## config.mk

```make
export PLATFORM = sky130hd
export DESIGN_NAME = imem_arbiter
export DESIGN_NICKNAME = d
export VERILOG_FILES = /design/src/rtl/imem_arbiter_pkg.sv /design/src/rtl/imem_grant_logic.sv /design/src/rtl/imem_arbiter.sv
export SDC_FILE = /design/constraint.sdc
export NUM_CORES = 1
export LEC_CHECK = 0
export BUFFER_PORTS_ARGS = -buffer_cell sky130_fd_sc_hd__buf_2
export CORE_ASPECT_RATIO = 0.6
export CORE_MARGIN = 2
export CORE_UTILIZATION = 41
export DETAILED_ROUTE_END_ITERATION = 10
export GPL_TIMING_DRIVEN = 0
export PLACE_DENSITY = 0.87
export SETUP_SLACK_MARGIN = 0.1
export SYNTH_ARGS = -nofsm -noshare
export SYNTH_HDL_FRONTEND = slang
export SYNTH_HIERARCHICAL = 1
export SYNTH_SLANG_ARGS = --single-unit
export TNS_END_PERCENT = 50
```

## constraint.sdc

```tcl
create_clock -name clk -period 4.4 [get_ports clk]
set_input_delay 0.22 -clock clk [delete_from_list [all_inputs] [get_ports clk]]
set_output_delay 0.22 -clock clk [all_outputs]
set_load 0.01 [all_outputs]
```

## src/rtl/imem_arbiter_pkg.sv

```systemverilog
// Shared definitions for the instruction-memory arbiter: FSM encodings,
// default sizing and the address legality check used by both request ports.
package imem_arbiter_pkg;

  typedef enum logic [1:0] {
    ST_IDLE       = 2'b00,
    ST_LAST_FETCH = 2'b01,
    ST_LAST_LOAD  = 2'b10
  } arb_state_t;

  localparam int unsigned DEF_MEM_WORDS    = 256;
  localparam int unsigned DEF_STARVE_LIMIT = 4;

  // A request is illegal if it is not word aligned or falls past the last word.
  function automatic logic addr_bad(input logic [31:0] addr, input int unsigned mem_words);
    return (addr[1:0] != 2'b00) || ({1'b0, addr} >= (33'(mem_words) << 2));
  endfunction

endpackage

```

## src/rtl/imem_grant_logic.sv

```systemverilog
// Loader-over-fetch priority with a starvation counter that forces a fetch
// grant after STARVE_LIMIT consecutive loader wins.
module imem_grant_logic
  import imem_arbiter_pkg::*;
#(
  parameter int unsigned STARVE_LIMIT = DEF_STARVE_LIMIT
) (
  input  logic clk,
  input  logic reset,
  input  logic fetch_req,
  input  logic load_req,
  output logic fetch_gnt,
  output logic load_gnt,
  output logic last_fetch
);

  localparam int CW = (STARVE_LIMIT < 1) ? 1 : $clog2(STARVE_LIMIT + 1);

  arb_state_t    state, state_next;
  logic [CW-1:0] starve_cnt;
  logic          starve_hit;

  assign starve_hit = fetch_req && (starve_cnt == CW'(STARVE_LIMIT));
  assign last_fetch = (state == ST_LAST_FETCH);

  // NOTE: every output gets a default before the decision tree so no path
  // leaves a variable unassigned and no latch is inferred.
  always_comb begin
    fetch_gnt  = 1'b0;
    load_gnt   = 1'b0;
    state_next = ST_IDLE;
    if (!reset) begin
      if (starve_hit)     fetch_gnt = 1'b1;
      else if (load_req)  load_gnt  = 1'b1;
      else if (fetch_req) fetch_gnt = 1'b1;
    end
    if (fetch_gnt)     state_next = ST_LAST_FETCH;
    else if (load_gnt) state_next = ST_LAST_LOAD;
  end

  // NOTE: reset is synchronous here, so it is tested inside the clocked
  // branch rather than appearing in the sensitivity list.
  always_ff @(posedge clk) begin
    if (reset) begin
      state      <= ST_IDLE;
      starve_cnt <= '0;
    end else begin
      state <= state_next;
      if (fetch_gnt || !fetch_req) starve_cnt <= '0;
      else if (load_gnt)           starve_cnt <= starve_cnt + CW'(1);
    end
  end

endmodule

```

## src/rtl/imem_arbiter.sv

```systemverilog
// Instruction-memory arbiter: shares one synchronous RAM port between CPU
// fetches and a program loader, returning fetch data one cycle after grant.
module imem_arbiter
  import imem_arbiter_pkg::*;
#(
  parameter int unsigned MEM_WORDS    = DEF_MEM_WORDS,
  parameter int unsigned STARVE_LIMIT = DEF_STARVE_LIMIT
) (
  input  logic                         clk,
  input  logic                         reset,
  input  logic                         fetch_req,
  input  logic [31:0]                  fetch_addr,
  output logic                         fetch_gnt,
  output logic                         fetch_valid,
  output logic [31:0]                  fetch_data,
  output logic                         cpu_stall,
  input  logic                         load_req,
  input  logic [31:0]                  load_addr,
  input  logic [31:0]                  load_data,
  output logic                         load_gnt,
  output logic                         mem_en,
  output logic                         mem_we,
  output logic [$clog2(MEM_WORDS)-1:0] mem_addr,
  output logic [31:0]                  mem_wdata,
  input  logic [31:0]                  mem_rdata,
  output logic                         addr_err
);

  localparam int AW = $clog2(MEM_WORDS);

  logic        last_fetch;
  logic        fetch_bad, load_bad;
  logic        fetch_err_q;
  logic [31:0] data_hold_q;

  imem_grant_logic #(.STARVE_LIMIT(STARVE_LIMIT)) u_grant (
    .clk        (clk),
    .reset      (reset),
    .fetch_req  (fetch_req),
    .load_req   (load_req),
    .fetch_gnt  (fetch_gnt),
    .load_gnt   (load_gnt),
    .last_fetch (last_fetch)
  );

  assign fetch_bad = addr_bad(fetch_addr, MEM_WORDS);
  assign load_bad  = addr_bad(load_addr, MEM_WORDS);
  assign cpu_stall = fetch_req && !fetch_gnt;

  // Illegal requests are still granted but never reach the RAM.
  always_comb begin
    mem_en    = 1'b0;
    mem_we    = 1'b0;
    mem_addr  = '0;
    mem_wdata = '0;
    if (fetch_gnt && !fetch_bad) begin
      mem_en   = 1'b1;
      mem_addr = fetch_addr[AW+1:2];
    end else if (load_gnt && !load_bad) begin
      mem_en    = 1'b1;
      mem_we    = 1'b1;
      mem_addr  = load_addr[AW+1:2];
      mem_wdata = load_data;
    end
  end

  // Gating with reset drops the response of a fetch granted just before reset.
  assign fetch_valid = last_fetch && !reset;
  assign fetch_data  = fetch_valid ? (fetch_err_q ? 32'h0 : mem_rdata) : data_hold_q;

  // NOTE: sequential state uses non-blocking assignments so every register
  // samples pre-edge values regardless of statement order.
  always_ff @(posedge clk) begin
    if (reset) begin
      fetch_err_q <= 1'b0;
      addr_err    <= 1'b0;
      data_hold_q <= '0;
    end else begin
      fetch_err_q <= fetch_gnt && fetch_bad;
      if ((fetch_gnt && fetch_bad) || (load_gnt && load_bad)) addr_err <= 1'b1;
      if (fetch_valid) data_hold_q <= fetch_data;
    end
  end

endmodule

```

==> impl_metrics.csv, run 1 <==
group,metric,value,unit
outcome,status,"finished clean",
final_layout,fin_nets,647,
timing,setup_viol_count_final,0,
routing,routed_wl,7460,um
worst_setup_path,cp_max_fo,10,
synth,ys_async_sr_fraction,0,
global_route,track_usage,0.233,
floorplan,die_w,101,um
worst_setup_path,critPathCaptureType,"output port",
synth,synth_nets,430,
routing,dr.pass1.iters,4,
floorplan,die_area,6320,um2
synth,ys_warn_count,6,
final_layout,fill_cells,494,
power_and_ir_drop,power_density,220,nW/um2
clock_network,hold_buffers,0,
synth,synth_area,2330,um2
clock_network,cts.clk_slew.worst_paths,0.07,ns
global_route,grt_pass1_vias,2652,
clock_network,clock_sinks,39,
synth,synth_top_area_frac,0.335,
placement,io_buffers,210,
synth,synthFlopType,"dfxtp_1",
clock_network,htreeDepth,2,
worst_setup_path,cp_top_family,"buffers and inverters",
worst_hold_path,hold_path_class,"input pin to flip-flop",
clock_network,cts_buffer_depth,2,
power_and_ir_drop,p_leak,1.86,nW
synth,synth.distinct_cells,30,
routing,detail_route.iter0.violations,117,
timing,finalCritPeriodShare,0.600,
floorplan,ios,211,
timing,rsz0062_at_grt,"false",
global_route,antenna_found_initial,0,
timing,finalSetupTns,0,ns
placement,gp_congestion,0.832,
clock_network,cts_tree,"done",
routing,via_count,2781,
routing,viasPerCell,4.77,
worst_setup_path,critPathMaxStageDelay,0.34,ns
clock_network,cts_root_buf,"clkbuf_8",
worst_setup_path,required,4.18,ns
timing,fmax,379,MHz
routing,ant_nets,0,
flow_run,drv_cap,0,
worst_setup_path,crit_arrival,2.42,ns
clock_network,post_cts_resized,0,
synth,synthCells,296,
global_route,grt_start_max_net_pins,13,
final_layout,multi_input_area,1370,um2
floorplan,dieHeight,62.4,um
timing,fin_skew,0.00819,ns
floorplan,start_util,0.422,
worst_setup_path,cp_common_cell,"inv_1",
power_and_ir_drop,total_power,790,uW
timing,relSlewSlack,0.684,
clock_network,clk_latency,0.28,ns
power_and_ir_drop,vdd_drop_max,0.000134,V
global_route,grt_pass1_wl,12000,um
placement,dp_hpwl,6130,um
synth,ys_top_cells_by_area,"dfxtp_1, nor3b_1, nand2b_1",
synth,yosysSeqAreaShare,0.335,
worst_setup_path,cp_num_buf_inv,4,
floorplan,fp.coreArea,5520,um2
clock_network,post_cts_buffers,0,
worst_setup_path,crit_type,"flip-flop to output port",
synth,synth_most_common_cell,"dfxtp_1",
worst_setup_path,crit_path_cell_trace,"inv_1 -> ha_1 -> nand2_1 -> a21oi_1 -> inv_1 -> nor3_4 -> buf_6 -> mux2_1 -> buf_2",
timing,min_period,2.64,ns
routing,drc,0,
final_layout,regArea,781,um2
global_route,gr-total-overflow,0,
synth,synth_edf_count,0,
floorplan,rows,21,
worst_setup_path,slowest_stage,"mux2_1",
synth,synthTopCellsByCount,"dfxtp_1, nand2_1, nand2b_1",
worst_setup_path,critPathLaunchType,"flip-flop",
clock_network,cts_buffers,5,
timing,hold_viol_final,0,
synth,synth_seq_cells,39,
final_layout,areaGrowthSynthToFinish,53.8,%
routing,routedWlPerCell,12.8,um
synth,syn_area_per_cell,7.87,um2
final_layout,drive_above_1_share,0.465,
synth,netlist.top_cell.by_area,"dfxtp_1",
final_layout,antenna_cells,0,
timing,worst_pin_slew,0.475,ns
timing,finalMaxSlewViolations,0,
[cell usage in the layout (no fill, tap or decap), types with 2 or more instances in the layout]
cell type / instances
mux2i_1: 5
inv_1: 12
a311oi_1: 2
nand4_1: 7
nor2b_1: 34
mux2_2: 2
nor2_1: 2
a21oi_1: 2
o21ai_0: 34
ha_1: 2
buf_2: 219
nor4_1: 12
clkbuf_1: 9
nand2_1: 38
buf_6: 4
clkbuf_8: 6
dfxtp_1: 39
nor3b_1: 32
nand2b_1: 36
nor3b_2: 2
nor3_1: 3
[worst paths after layout]
path                              start          endpoint  slack (ns)  cells after the start
hold reg to reg                addr_err          addr_err        0.46                      2
hold / removal                 load_req  u_grant/state[0]        0.17                      2
setup / recovery  u_grant/starve_cnt[0]       mem_addr[5]        1.76                      9
setup reg to reg  u_grant/starve_cnt[0]          addr_err        2.67                      6
[routing by layer]
metal	share of wire	global-route usage
met3	0.064	0.0481
met5	0	0
met4	0.0056	0.0389
met2	0.45	0.376
met1	0.48	0.325
[report_power, final]
group          leakage, nW  internal (mW)  switching (mW)
registers            0.316          0.360         0.00238
clock network       0.0612          0.183           0.117
logic                 1.48         0.0700          0.0562
total                 1.86          0.614           0.176
[per-stage QoR]
stage          cell area [um2]  utilization  setup slack (ns)  instances  hold WS, ns
3_3_place_gp              3470        0.629              2.10        575        0.438
5_1_grt                   3590        0.650              1.52        583        0.175
2_1_floorplan             2330            -              2.25        296        0.292
3_5_place_dp              3470        0.629              2.05        575        0.451
6_report                  3590        0.650              1.76        583        0.169
4_1_cts                   3590        0.650              1.73        583        0.152
[state kept, by name, indices dropped and copies added (netlist names)]
name                cells
addr_err                1
data_hold_q            32
fetch_err_q             1
u_grant/starve_cnt      3
u_grant/state           2
[kinds of logic after synthesis]
kind of cell / after synthesis / synth area share
adders and majority gates: 2 / 0.0107
buffers and inverters: 35 / 0.0757
AOI/OAI and AO/OA: 40 / 0.0913
and+or+nand+nor: 172 / 0.451
muxes: 8 / 0.0360
DFF: 39 / 0.335
[worst register-to-register path, cell delays in order, from the launching register on]
cell and delay (ns):
dfxtp_1 0.37, inv_1 0.06, ha_1 0.23, a311oi_1 0.39
buf_2 0.30, o21ai_0 0.14, a31oi_1 0.17
[final cells by class]
cell class / instances / area share
clock buffers: 6 / 0.0230
flip-flops and latches: 39 / 0.218
plain buffers: 23 / 0.0366
well taps: 69 / 0.0241
clock inverters: 2 / 0.00977
inverters: 12 / 0.0126
multi-input cells: 222 / 0.383
repair buffers: 210 / 0.293
No activity file was read; power rests on OpenSTA's default activity.
==> run 2: changes to the inputs <==
ABC_AREA = 1   (was default)
CORE_UTILIZATION = 34   (was 41)
PLACE_DENSITY = 0.77   (was 0.87)
clock period = 2.4 ns   (was 4.4 ns; I/O delays follow)
==> run 2 against run 1 <==
Compared with the run above: worst setup slack got worse by 1.5 ns; total power is 110% higher; sequential cell count is the same; critical path type unchanged; synthesized cell count up 25%; sequential share of layout area decreased by 0.71 points; count of clock-buffer cells in the layout did not move; routed wire length is 9.7% higher; combinational power up 95%; first-iteration DRC count rose by 34%; design area rose by 3.3%.
==> impl_metrics.csv, run 2 <==
group,metric,value,unit
floorplan,start_util,0.352,
clock_network,cts_root_buf,"clkbuf_16",
global_route,grt_start_max_net_pins,14,
timing,min_period,2.10,ns
floorplan,die_w,111,um
synth,yosysSeqAreaShare,0.332,
clock_network,cts_buffer_depth,2,
routing,routed_wl,8180,um
synth,syn_area_per_cell,6.36,um2
timing,finalWorstSetupSlack,0.299,ns
synth,synth_nets,503,
synth,synth_area,2350,um2
synth,synth_top_area_frac,0.332,
timing,fmax,476,MHz
clock_network,cts_buffers,5,
synth,synth_xor_xnor_area_share,0,
final_layout,areaGrowthSynthToFinish,57.8,%
floorplan,rows,23,
timing,rsz0062_at_grt,"false",
placement,dp_hpwl,7000,um
timing,hold_viol_final,0,
clock_network,clock_sinks,39,
synth,ys_warn_count,6,
timing,setup_viol_count_final,0,
synth,synthCells,369,
routing,viasPerCell,4.54,
flow_run,drv_cap,0,
worst_hold_path,hold_path_class,"input pin to flip-flop",
timing,finalMaxSlewViolations,0,
synth,ys_top_cells_by_area,"dfxtp_1, nand2_1, nand3_1",
synth,synthAdderAreaFrac,0.0107,
floorplan,dieHeight,68.4,um
synth,synth-simple-area-share,0.443,
final_layout,largest_reg_flops,32,
synth,ys_async_sr_fraction,0,
routing,drc,0,
routing,dr.pass1.iters,5,
timing,hold-worst-slack,0.121,ns
timing,fin_skew,0.00903,ns
placement,io_buffers,210,
synth,synth.mux.area_fraction,0,
worst_setup_path,critPathCaptureType,"output port",
worst_hold_path,min-delay-start,"load_req",
final_layout,regMostFlops,"data_hold_q",
synth,synth_seq_cells,39,
synth,synth_top_family_by_area,"simple AND/OR/NAND/NOR gates",
worst_setup_path,r2r_start,"u_grant/starve_cnt[0]",
routing,via_count,3066,
synth,synth_edf_count,0,
clock_network,clk_latency,0.28,ns
timing,worst_pin_slew,0.506,ns
outcome,status,"finished clean",
clock_network,cts_tree,"done",
synth,synthFlopType,"dfxtp_1",
worst_setup_path,cp-startpoint,"u_grant/starve_cnt[0]",
final_layout,fin_nets,722,
timing,finalSetupTns,0,ns
worst_setup_path,required,2.28,ns
synth,synth_most_common_cell,"nand2_1",
power_and_ir_drop,power_density,454,nW/um2
clock_network,cts.clk_slew.worst_paths,0.06,ns
power_and_ir_drop,p_leak,2.31,nW
global_route,grt_pass1_wl,13000,um
synth,netlist.top_cell.by_area,"dfxtp_1",
final_layout,final_common_cell,"buf_2",
final_layout,reg_top3,"data_hold_q (32), u_grant/starve_cnt (3), u_grant/state (2)",
worst_setup_path,crit_type,"flip-flop to output port",
power_and_ir_drop,vdd_drop_max,0.000335,V
floorplan,fp.coreArea,6680,um2
global_route,antenna_found_initial,0,
floorplan,ios,211,
global_route,track_usage,0.213,
clock_network,htreeDepth,2,
timing,relSlewSlack,0.662,
placement,gp_congestion,0.952,
synth,synthTopCellsByCount,"nand2_1, nand3_1, inv_1",
final_layout,postLayoutCoreUtil,0.555,
routing,routedWlPerCell,12.1,um
routing,detail_route.iter0.violations,157,
worst_setup_path,crit_arrival,1.98,ns
floorplan,die_area,7610,um2
placement,pre_cts_ws,0.426,ns
synth,synth_compound_area_frac,0.0826,
global_route,grt_pass1_vias,2693,
final_layout,final_cell_mix,"buf_2, nand2_1, nand3_1, inv_1, dfxtp_1",
global_route,gr-total-overflow,0,
worst_setup_path,cp_max_fo,10,
final_layout,drive_above_1_share,0.462,
final_layout,antenna_cells,0,
routing,ant_nets,0,
synth,synth.distinct_cells,23,
worst_setup_path,critPathLaunchType,"flip-flop",
timing,finalCritPeriodShare,0.876,
==> run 2: layout make-up <==
cell class                 count  area (um2)
timing repair buffer         212        1070
buffer                        17         115
fill                         676        2970
clock inverter                 2        38.8
clock buffer                   6         139
sequential                    39         781
multi-input combinational    261        1260
inverter                      52         195
tap                           87         109
==> run 2: repair_timing <==
item	CTS	global route
gates resized for setup	0	3
buffers inserted	0	2
hold buffers	0	0
endpoints found under the setup margin	0	39
==> run 2: worst paths after layout <==
kind / slack, ns / cells after the start / end
worst max-delay path: 0.30 / 9 / mem_we
worst max register to register: 0.83 / 9 / addr_err
worst min-delay path: 0.12 / 2 / u_grant/state[0]
worst min register to register: 0.47 / 2 / data_hold_q[2]
==> run 2: metal layers <==
metal / part of all wire / GRT usage / vias up
met4: 0.0033 / 0.0278 / 0
met1: 0.47 / 0.295 / 1377
met3: 0.092 / 0.0593 / 4
li1: - / - / 1576
met5: 0 / 0 / -
met2: 0.44 / 0.345 / 109
==> run 2: cell families after synthesis <==
logic type	after synthesis
buf+inv	69
compound gates	38
fa+ha+maj	2
flops	39
simple gates	221
==> run 2: worst max-delay path, cell delays in order, from the launching register on <==
cell and delay (ns):
dfxtp_1 0.33, inv_1 0.08, ha_1 0.17, nand2_1 0.11, a21oi_2 0.25, nand4_4 0.23
nand2_4 0.20, buf_8 0.16, inv_1 0.05, buf_2 0.13
==> run 2: metrics by stage <==
step,power [mW],area [um2],instances
after floorplan,0.775,2350,369
after global placement,0.920,3510,666
after detailed placement,0.924,3510,666
after CTS,1.70,3690,674
after global routing,1.76,3710,676
final,1.68,3710,676
==> run 2: power breakdown <==
part / internal (mW) / total [mW] / switching [mW] / leakage, nW
combinational: 0.119 / 0.246 / 0.127 / 1.91
sequential: 0.661 / 0.666 / 0.00476 / 0.316
clock: 0.522 / 0.772 / 0.250 / 0.0875
